--- config.mk ---
export PLATFORM = sky130hd
export DESIGN_NAME = sfp_ctrl
export DESIGN_NICKNAME = d
export VERILOG_FILES = /design/src/rtl/sfp_ctrl.sv
export SDC_FILE = /design/constraint.sdc
export NUM_CORES = 1
export LEC_CHECK = 0
export ABC_AREA = 1
export BUFFER_PORTS_ARGS = -buffer_cell sky130_fd_sc_hd__buf_2
export CELL_PAD_IN_SITES_DETAIL_PLACEMENT = 0
export CELL_PAD_IN_SITES_GLOBAL_PLACEMENT = 2
export CORE_UTILIZATION = 32
export DETAILED_ROUTE_END_ITERATION = 7
export GPL_ROUTABILITY_DRIVEN = 0
export GPL_TIMING_DRIVEN = 0
export PLACE_DENSITY_LB_ADDON = 0.1
export SYNTH_ARGS = -nofsm -noshare
export SYNTH_HDL_FRONTEND = slang
export SYNTH_SLANG_ARGS = --single-unit
export TNS_END_PERCENT = 30
--- constraint.sdc ---
create_clock -name clk -period 2 [get_ports clk]
set_input_delay 0.3 -clock clk [delete_from_list [all_inputs] [get_ports clk]]
set_output_delay 0.3 -clock clk [all_outputs]
set_load 0.05 [all_outputs]
--- src/rtl/sfp_ctrl.sv ---
// Sequencer for one SFP accumulate/ReLU lane: runs tile_num tiles of acc_len
// psum inputs each, strobing clr/acc/relu and holding each tile result for the consumer.
module sfp_ctrl #(
  parameter int psum_bw = 16,
  parameter int cnt_bw  = 8
) (
  input  logic               clk,
  input  logic               reset,
  input  logic               start,
  input  logic [cnt_bw-1:0]  acc_len,
  input  logic [cnt_bw-1:0]  tile_num,
  input  logic               relu_en,
  input  logic [psum_bw-1:0] thres_in,
  input  logic               thres_we,
  input  logic               in_valid,
  output logic               in_ready,
  output logic               acc,
  output logic               relu,
  output logic               clr,
  output logic [psum_bw-1:0] thres,
  output logic               out_valid,
  input  logic               out_ready,
  output logic               busy,
  output logic               done
);

  typedef enum logic [2:0] {
    st_idle = 3'd0,
    st_clr  = 3'd1,
    st_acc  = 3'd2,
    st_relu = 3'd3,
    st_out  = 3'd4
  } state_t;

  state_t               state_r;
  logic [cnt_bw-1:0]    elem_cnt_r;
  logic [cnt_bw-1:0]    tile_cnt_r;
  logic [cnt_bw-1:0]    acc_len_r;
  logic [cnt_bw-1:0]    tile_num_r;
  logic                 relu_en_r;
  logic [psum_bw-1:0]   thres_r;
  logic                 in_ready_r;
  logic                 relu_r;
  logic                 clr_r;
  logic                 out_valid_r;
  logic                 busy_r;
  logic                 done_r;

  logic                 start_ok_s;
  logic                 elem_last_s;
  logic                 tile_last_s;

  // Zero-length jobs are rejected outright so the counters never have to wrap.
  assign start_ok_s  = start && (acc_len != {cnt_bw{1'b0}}) && (tile_num != {cnt_bw{1'b0}});
  assign elem_last_s = (elem_cnt_r == (acc_len_r - cnt_bw'(1)));
  assign tile_last_s = (tile_cnt_r == (tile_num_r - cnt_bw'(1)));

  // Job sequencer; strobes are registered alongside the state they belong to.
  always_ff @(posedge clk or negedge reset) begin
    if (!reset) begin
      state_r     <= st_idle;
      elem_cnt_r  <= {cnt_bw{1'b0}};
      tile_cnt_r  <= {cnt_bw{1'b0}};
      acc_len_r   <= {cnt_bw{1'b0}};
      tile_num_r  <= {cnt_bw{1'b0}};
      relu_en_r   <= 1'b0;
      in_ready_r  <= 1'b0;
      relu_r      <= 1'b0;
      clr_r       <= 1'b0;
      out_valid_r <= 1'b0;
      busy_r      <= 1'b0;
      done_r      <= 1'b0;
    end else begin
      clr_r  <= 1'b0;
      relu_r <= 1'b0;
      done_r <= 1'b0;
      case (state_r)
        st_idle: begin
          if (start_ok_s) begin
            acc_len_r  <= acc_len;
            tile_num_r <= tile_num;
            relu_en_r  <= relu_en;
            tile_cnt_r <= {cnt_bw{1'b0}};
            clr_r      <= 1'b1;
            busy_r     <= 1'b1;
            state_r    <= st_clr;
          end
        end
        st_clr: begin
          elem_cnt_r <= {cnt_bw{1'b0}};
          in_ready_r <= 1'b1;
          state_r    <= st_acc;
        end
        st_acc: begin
          if (in_valid) begin
            elem_cnt_r <= elem_cnt_r + cnt_bw'(1);
            if (elem_last_s) begin
              in_ready_r <= 1'b0;
              if (relu_en_r) begin
                relu_r  <= 1'b1;
                state_r <= st_relu;
              end else begin
                out_valid_r <= 1'b1;
                state_r     <= st_out;
              end
            end
          end
        end
        st_relu: begin
          out_valid_r <= 1'b1;
          state_r     <= st_out;
        end
        st_out: begin
          if (out_ready) begin
            out_valid_r <= 1'b0;
            if (tile_last_s) begin
              done_r  <= 1'b1;
              busy_r  <= 1'b0;
              state_r <= st_idle;
            end else begin
              tile_cnt_r <= tile_cnt_r + cnt_bw'(1);
              clr_r      <= 1'b1;
              state_r    <= st_clr;
            end
          end
        end
        default: begin
          in_ready_r  <= 1'b0;
          out_valid_r <= 1'b0;
          busy_r      <= 1'b0;
          state_r     <= st_idle;
        end
      endcase
    end
  end

  // Threshold is writable only between jobs so the lane sees a constant value per job.
  always_ff @(posedge clk or negedge reset) begin
    if (!reset) begin
      thres_r <= {psum_bw{1'b0}};
    end else if ((state_r == st_idle) && thres_we) begin
      thres_r <= thres_in;
    end
  end

  assign in_ready  = in_ready_r;
  assign acc       = in_valid & in_ready_r;
  assign relu      = relu_r;
  assign clr       = clr_r;
  assign out_valid = out_valid_r;
  assign busy      = busy_r;
  assign done      = done_r;
  assign thres     = thres_r;

endmodule

After elaboration in Yosys (flattened, before gate mapping):

Cells that the tools add are included.

* add/sub/neg operators: 4
* equality and inequality tests: 13
* multiplexer cells: 36
* bitwise operators: 4
* reduce and logical (&&, ||, !) cells: 18

Operator list (number)
* 2-to-1 mux 8 bit: 4
* case mux 8 bit (2 select lines): 2
* 2-to-1 mux 1 bit: 20
* adder 8 x 1 -> 8 bit (second input constant): 2
* equality test 8 bit: 2
* nonzero test 8 bit: 2
* subtractor 8 x 1 -> 8 bit (second input constant): 2
* 2-to-1 mux 3 bit: 5
* case mux 3 bit (5 select lines): 1
* inequality test 2 bit (second input constant): 7
* AND reduction 4 bit: 3
* equality test 3 x 2 -> 1 bit (second input constant): 2
* case mux 1 bit (3 select lines): 2
* OR reduction 3 bit: 2
* AND reduction 5 bit: 1
* case mux 1 bit (4 select lines): 1
* AND reduction 2 bit: 2
* nonzero test 2 bit: 2
* equality test 3 x 1 -> 1 bit (second input constant): 1
* equality test 3 bit (second input constant): 1
* logical AND 1 bit: 3
* zero test 3 bit: 1
* inverter 1 bit: 3
* AND reduction 3 bit: 1
* 3 further kinds: 3

* register bits: 58
* bits of input ports: 39
* logic and storage cells: 88

Logic depth before layout (Yosys ltp):

* word-level depth: 5
* mapped depth: 14
* mapped depth without buffers: 14

Worst setup path after synthesis:

OpenSTA, ideal clock, no wires.

* path type: reg2reg
* from: reg tile_num_r[0]
* to: reg tile_cnt_r[2]
* library setup time: 65 ps
* arrival time: 1556 ps
* setup slack: 379 ps
* stages on the path, launching flop included: 11
* clock period less this slack: 1621 ps
* path through: dfrtp_1 -> inv_2 -> ha_1 -> or2_1 -> nand3b_1 -> nand2_1 -> nor3_4 -> nand3_4 -> nand2_4 -> nand2_1 -> nand2_1

* word-level cells in the longest chain between the ends: 4

Ends and longest elaborated chain
* from (decl): RTL line 39 `logic [cnt_bw-1:0] tile_num_r;`
* from (signal assigned): RTL line 65 `tile_num_r <= {cnt_bw{1'b0}};`
* from (signal assigned): RTL line 81 `tile_num_r <= tile_num;`
* subtractor 8 x 1 -> 8 bit: RTL line 56 `assign tile_last_s = (tile_cnt_r == (tile_num_r - cnt_bw'(1)));`
* equality test 8 bit: RTL line 56
* inequality test 2 bit (no source line)
* AND reduction 4 bit (no source line)
* to (signal assigned): RTL line 63 `tile_cnt_r <= {cnt_bw{1'b0}};`
* to (signal assigned): RTL line 83 `tile_cnt_r <= {cnt_bw{1'b0}};`
* to (signal assigned): RTL line 121 `tile_cnt_r <= tile_cnt_r + cnt_bw'(1);`
* to (decl): RTL line 37 `logic [cnt_bw-1:0] tile_cnt_r;`

Every way passes these cells.
A chain may end at the register's enable or synchronous reset.

Worst setup path after layout:

* from: reg tile_num_r[0]
* to: reg state_r[0]

* word-level cells in the longest chain between the ends: 5

Ends and longest elaborated chain
* subtractor 8 x 1 -> 8 bit: RTL line 56
* equality test 8 bit: RTL line 56
* 2-to-1 mux 1 bit: RTL line 116 `if (tile_last_s) begin`
* 2-to-1 mux 3 bit: RTL line 114 `if (out_ready) begin`
* case mux 3 bit (5 select lines): RTL line 77 `case (state_r)`
* to (signal assigned): RTL line 61 `state_r <= st_idle;`
* to (signal assigned): RTL line 119 `state_r <= st_idle;`
* to (signal assigned): RTL line 123 `state_r <= st_clr;`
* to (decl): RTL line 35 `state_t state_r;`

Every way passes these cells. The select of a mux whose other input is x is not followed.

==> qor.yml <==
outcome:
  status: "finished, final reports clean"
logic_synthesis:
  yosys.cell_types.count: 31
  synthCells: 386
  syn_area_sq_um: 3190
  synth_top_family_by_area: "simple AND/OR/NAND/NOR gates"
  syn_area_per_cell_sq_um: 8.27
  ys_warn_count: 0
  synth_compound_area_share_pct: 5.61
  synth_xor_xnor_area_share_pct: 4.94
  synthAdderAreaFrac_pct: 1.57
  yosys.area_share.simple_pct: 31.1
  synth-seq-cells: 58
  seq_area_frac_synth_pct: 45.5
  synthMuxAreaShare_pct: 5.65
  synth_fp_nets: 429
setup_path:
  cp_max_fo: 5
  reg2reg_slack_ns: 0.18
  cp_slowest_stage_delay_ns: 0.38
  crit_top_cell: "nand2_1"
  crit_path_end_kind: "flip-flop"
  r2r_cells: 9
  crit_buf_inv: 1
  r2r-start: "tile_num_r[0]$_DFFE_PN0P_"
  critPathSlowestCell: "dfrtp_1"
  startpoint_type: "flip-flop"
  crit_required_ns: 2.23
  worstPathCellList: "inv_2 > ha_1 > or2_1 > nand3b_1 > nand2_1 > nor3_4 > nand2_1 > a21oi_1 > nor2_1"
  crit_type: "flip-flop to flip-flop"
  r2r-end: "state_r[0]$_DFFE_PN0P_"
  cp.arrival_ns: 2.06
  crit_family: "simple AND/OR/NAND/NOR gates"
grt:
  grt_pass1_wl_microns: 12700
  grt_overflow_total: 0
  grt_max_degree: 59
  grt_pass1_vias: 2572
  grtUsageTotal_pct: 16.2
  antenna_found_initial: 0
die:
  die_h_microns: 102
  pin_count: 62
  initial_core_util_pct: 32.8
  fp.dieW_microns: 102
  dieArea_sq_um: 10400
  core_sq_um: 9730
  rows: 36
clocking:
  hold_buffers: 0
  insertion_delay_ns: 0.34
  clk_pin_slew_ns: 0.07
  cts_tree: "done"
  cts_root_buffer: "clkbuf_8"
  cts_buffer_depth: 2
  htreeDepth: 3
  cts_sinks: 58
  cts_buffers: 9
timing:
  fin_crit_sh_pct: 91.2
  tightest_slew_ns: 0.761
  setup_viol: 0
  fin_tns_setup_ns: 0
  drv_slew: 0
  period_needed_ns: 1.82
  hold_violations: 0
  fmax_ghz: 0.548
  maxSlewHeadroom_pct: 49.3
  rsz0062_at_grt: "false"
  worst_clock_skew_ns: 0.00900
layout:
  drive_above_1_share_pct: 25.6
  finish.net_count: 502
  seqCellArea_sq_um: 1450
  multi_input_area_sq_um: 1580
  nFillCells: 1044
  area_delta_synth_final_pct: 22.5
  n_antenna_cell: 0
pwr:
  peakVddDrop_mv: 0.518
  power-per-cell-area_nw_per_um2: 1640
  p_leak_nw: 1.94
  p_total_w: 0.00641
drt:
  wirelength_microns: 7750
  drtPass1Iterations: 4
  drc: 0
  ant_nets: 0
  first_iter_violations: 76
  via_per_inst: 4.45
  dr_total_vias: 2659
  avgRoutedWirePerCell_microns: 13.0
placement:
  hpwl_microns: 5740
  portBuffers: 61
worst_hold_path:
  hold_path.class: "input port to asynchronous set/reset pin"
run:
  drv_cap: 0
[per-stage QoR]
| stage | setup WS (ns) | hold slack (ns) | cell area, sq um | utilization (%) | cells |
|---|---|---|---|---|---|
| detailed placement | 0.0748 | 0.439 | 3660 | 37.7 | 580 |
| global route | 0.0106 | 0.0893 | 3910 | 40.2 | 597 |
| global placement | 0.0416 | 0.451 | 3660 | 37.6 | 580 |
| floorplan | 0.379 | 0.00441 | 3190 | - | 386 |
| CTS | 0.0424 | 0.0697 | 3880 | 39.9 | 596 |
| finish | 0.176 | 0.0268 | 3910 | 40.2 | 597 |
[repair_timing]
action / 4_1_cts / 5_1_grt
gates resized for setup: 0 / 4
buffers inserted: 0 / 1
setup endpoints to repair: 0 / 15
[cells by family (layout without fill, tap and decap cells)]
logic type,count (synthesis),count (layout)
AO/OA/AOI/OAI,35,35
XOR/XNOR,18,18
adder cells (fa/ha/maj),4,4
buffers and inverters,45,123
flip-flops,58,58
multiplexers,16,16
AND/OR/NAND/NOR,210,210
[how the worst max path moves through the flow]
| stage | from | to | slack, ns | depth (start not counted) |
|---|---|---|---|---|
| final | tile_num_r[0]$_DFFE_PN0P_ | state_r[0]$_DFFE_PN0P_ | 0.18 | 9 |
| after global routing | tile_num_r[0]$_DFFE_PN0P_ | busy$_DFFE_PN0P_ | 0.01 | 12 |
| after CTS | acc_len_r[0]$_DFFE_PN0P_ | out_valid$_DFFE_PN0P_ | 0.04 | 13 |
| after detailed placement | acc_len_r[0]$_DFFE_PN0P_ | in_ready$_DFFE_PN0P_ | 0.07 | 13 |
| after global placement | acc_len_r[0]$_DFFE_PN0P_ | state_r[1]$_DFFE_PN0P_ | 0.04 | 13 |
| after floorplan | tile_num_r[0]$_DFFE_PN0P_ | tile_cnt_r[2]$_DFFE_PN0P_ | 0.38 | 10 |
[placed cells by master (no fill, tap or decap), types with 9 or more instances in the layout]
master / netlist / routed
nand2_1: 106 / 106
buf_2: 3 / 63
dfrtp_1: 58 / 58
nor2_1: 38 / 38
inv_1: 36 / 35
nand3_1: 28 / 27
o21ai_0: 26 / 26
xor2_1: 11 / 11
mux2_1: 10 / 10
clkbuf_8: 0 / 9
[routing by layer]
metal | wire length [microns] | GRT usage (%)
met1 | 3520 | 20.7
met2 | 3960 | 27.3
met3 | 169 | 3.90
met4 | 100 | 4.62
met5 | 0 | 0
[final cells by class]
type | instances | share of cell area [%]
Buffer | 4 | 0.672
Timing Repair Buffer | 62 | 8.07
Clock buffer | 9 | 3.17
Inverter | 41 | 3.94
Multi-Input combinational cell | 283 | 40.4
Sequential cell | 58 | 37.1
Tap cell | 133 | 4.26
Clock inverter | 7 | 2.40
[sequential cells by signal, summed over array words and instances (netlist names)]
register,cells
tile_cnt_r,8
thres,16
busy,1
state_r,3
done,1
in_ready,1
clr,1
relu,1
out_valid,1
tile_num_r,8
relu_en_r,1
acc_len_r,8
elem_cnt_r,8
[Yosys cell counts]
library cell / n / area (sq um)
a21oi_1: 7 / 35.0
xnor2_1: 7 / 61.3
nand2_4: 4 / 45.0
mux2_2: 6 / 67.6
nor3_4: 1 / 16.3
nor3_2: 1 / 10.0
buf_6: 1 / 11.3
inv_2: 5 / 18.8
mux2_1: 10 / 113
inv_1: 36 / 135
and2_0: 1 / 6.26
nand4_1: 5 / 31.3
o21ai_0: 26 / 130
nor2_1: 38 / 143
nor3_1: 4 / 20.0
or2_1: 1 / 6.26
a31o_2: 1 / 8.76
xor2_1: 11 / 96.3
nand3_1: 28 / 140
o21ai_1: 1 / 5.00
nand3_4: 1 / 17.5
nand3b_1: 2 / 15.0
nand2_1: 106 / 398
nor3b_1: 2 / 15.0
nand2_2: 4 / 25.0
buf_2: 3 / 15.0
dfrtp_1: 58 / 1450
nand3_2: 1 / 10.0
nor2_4: 5 / 56.3
ha_1: 4 / 50.1
nor2_2: 6 / 37.5
[power breakdown]
| group | switching (W) | internal (W) |
|---|---|---|
| combinational | 0.00225 | 0.00103 |
| clock | 0.000525 | 0.000698 |
| sequential | 0.000312 | 0.00160 |
No activity file was read; power rests on OpenSTA's default activity.
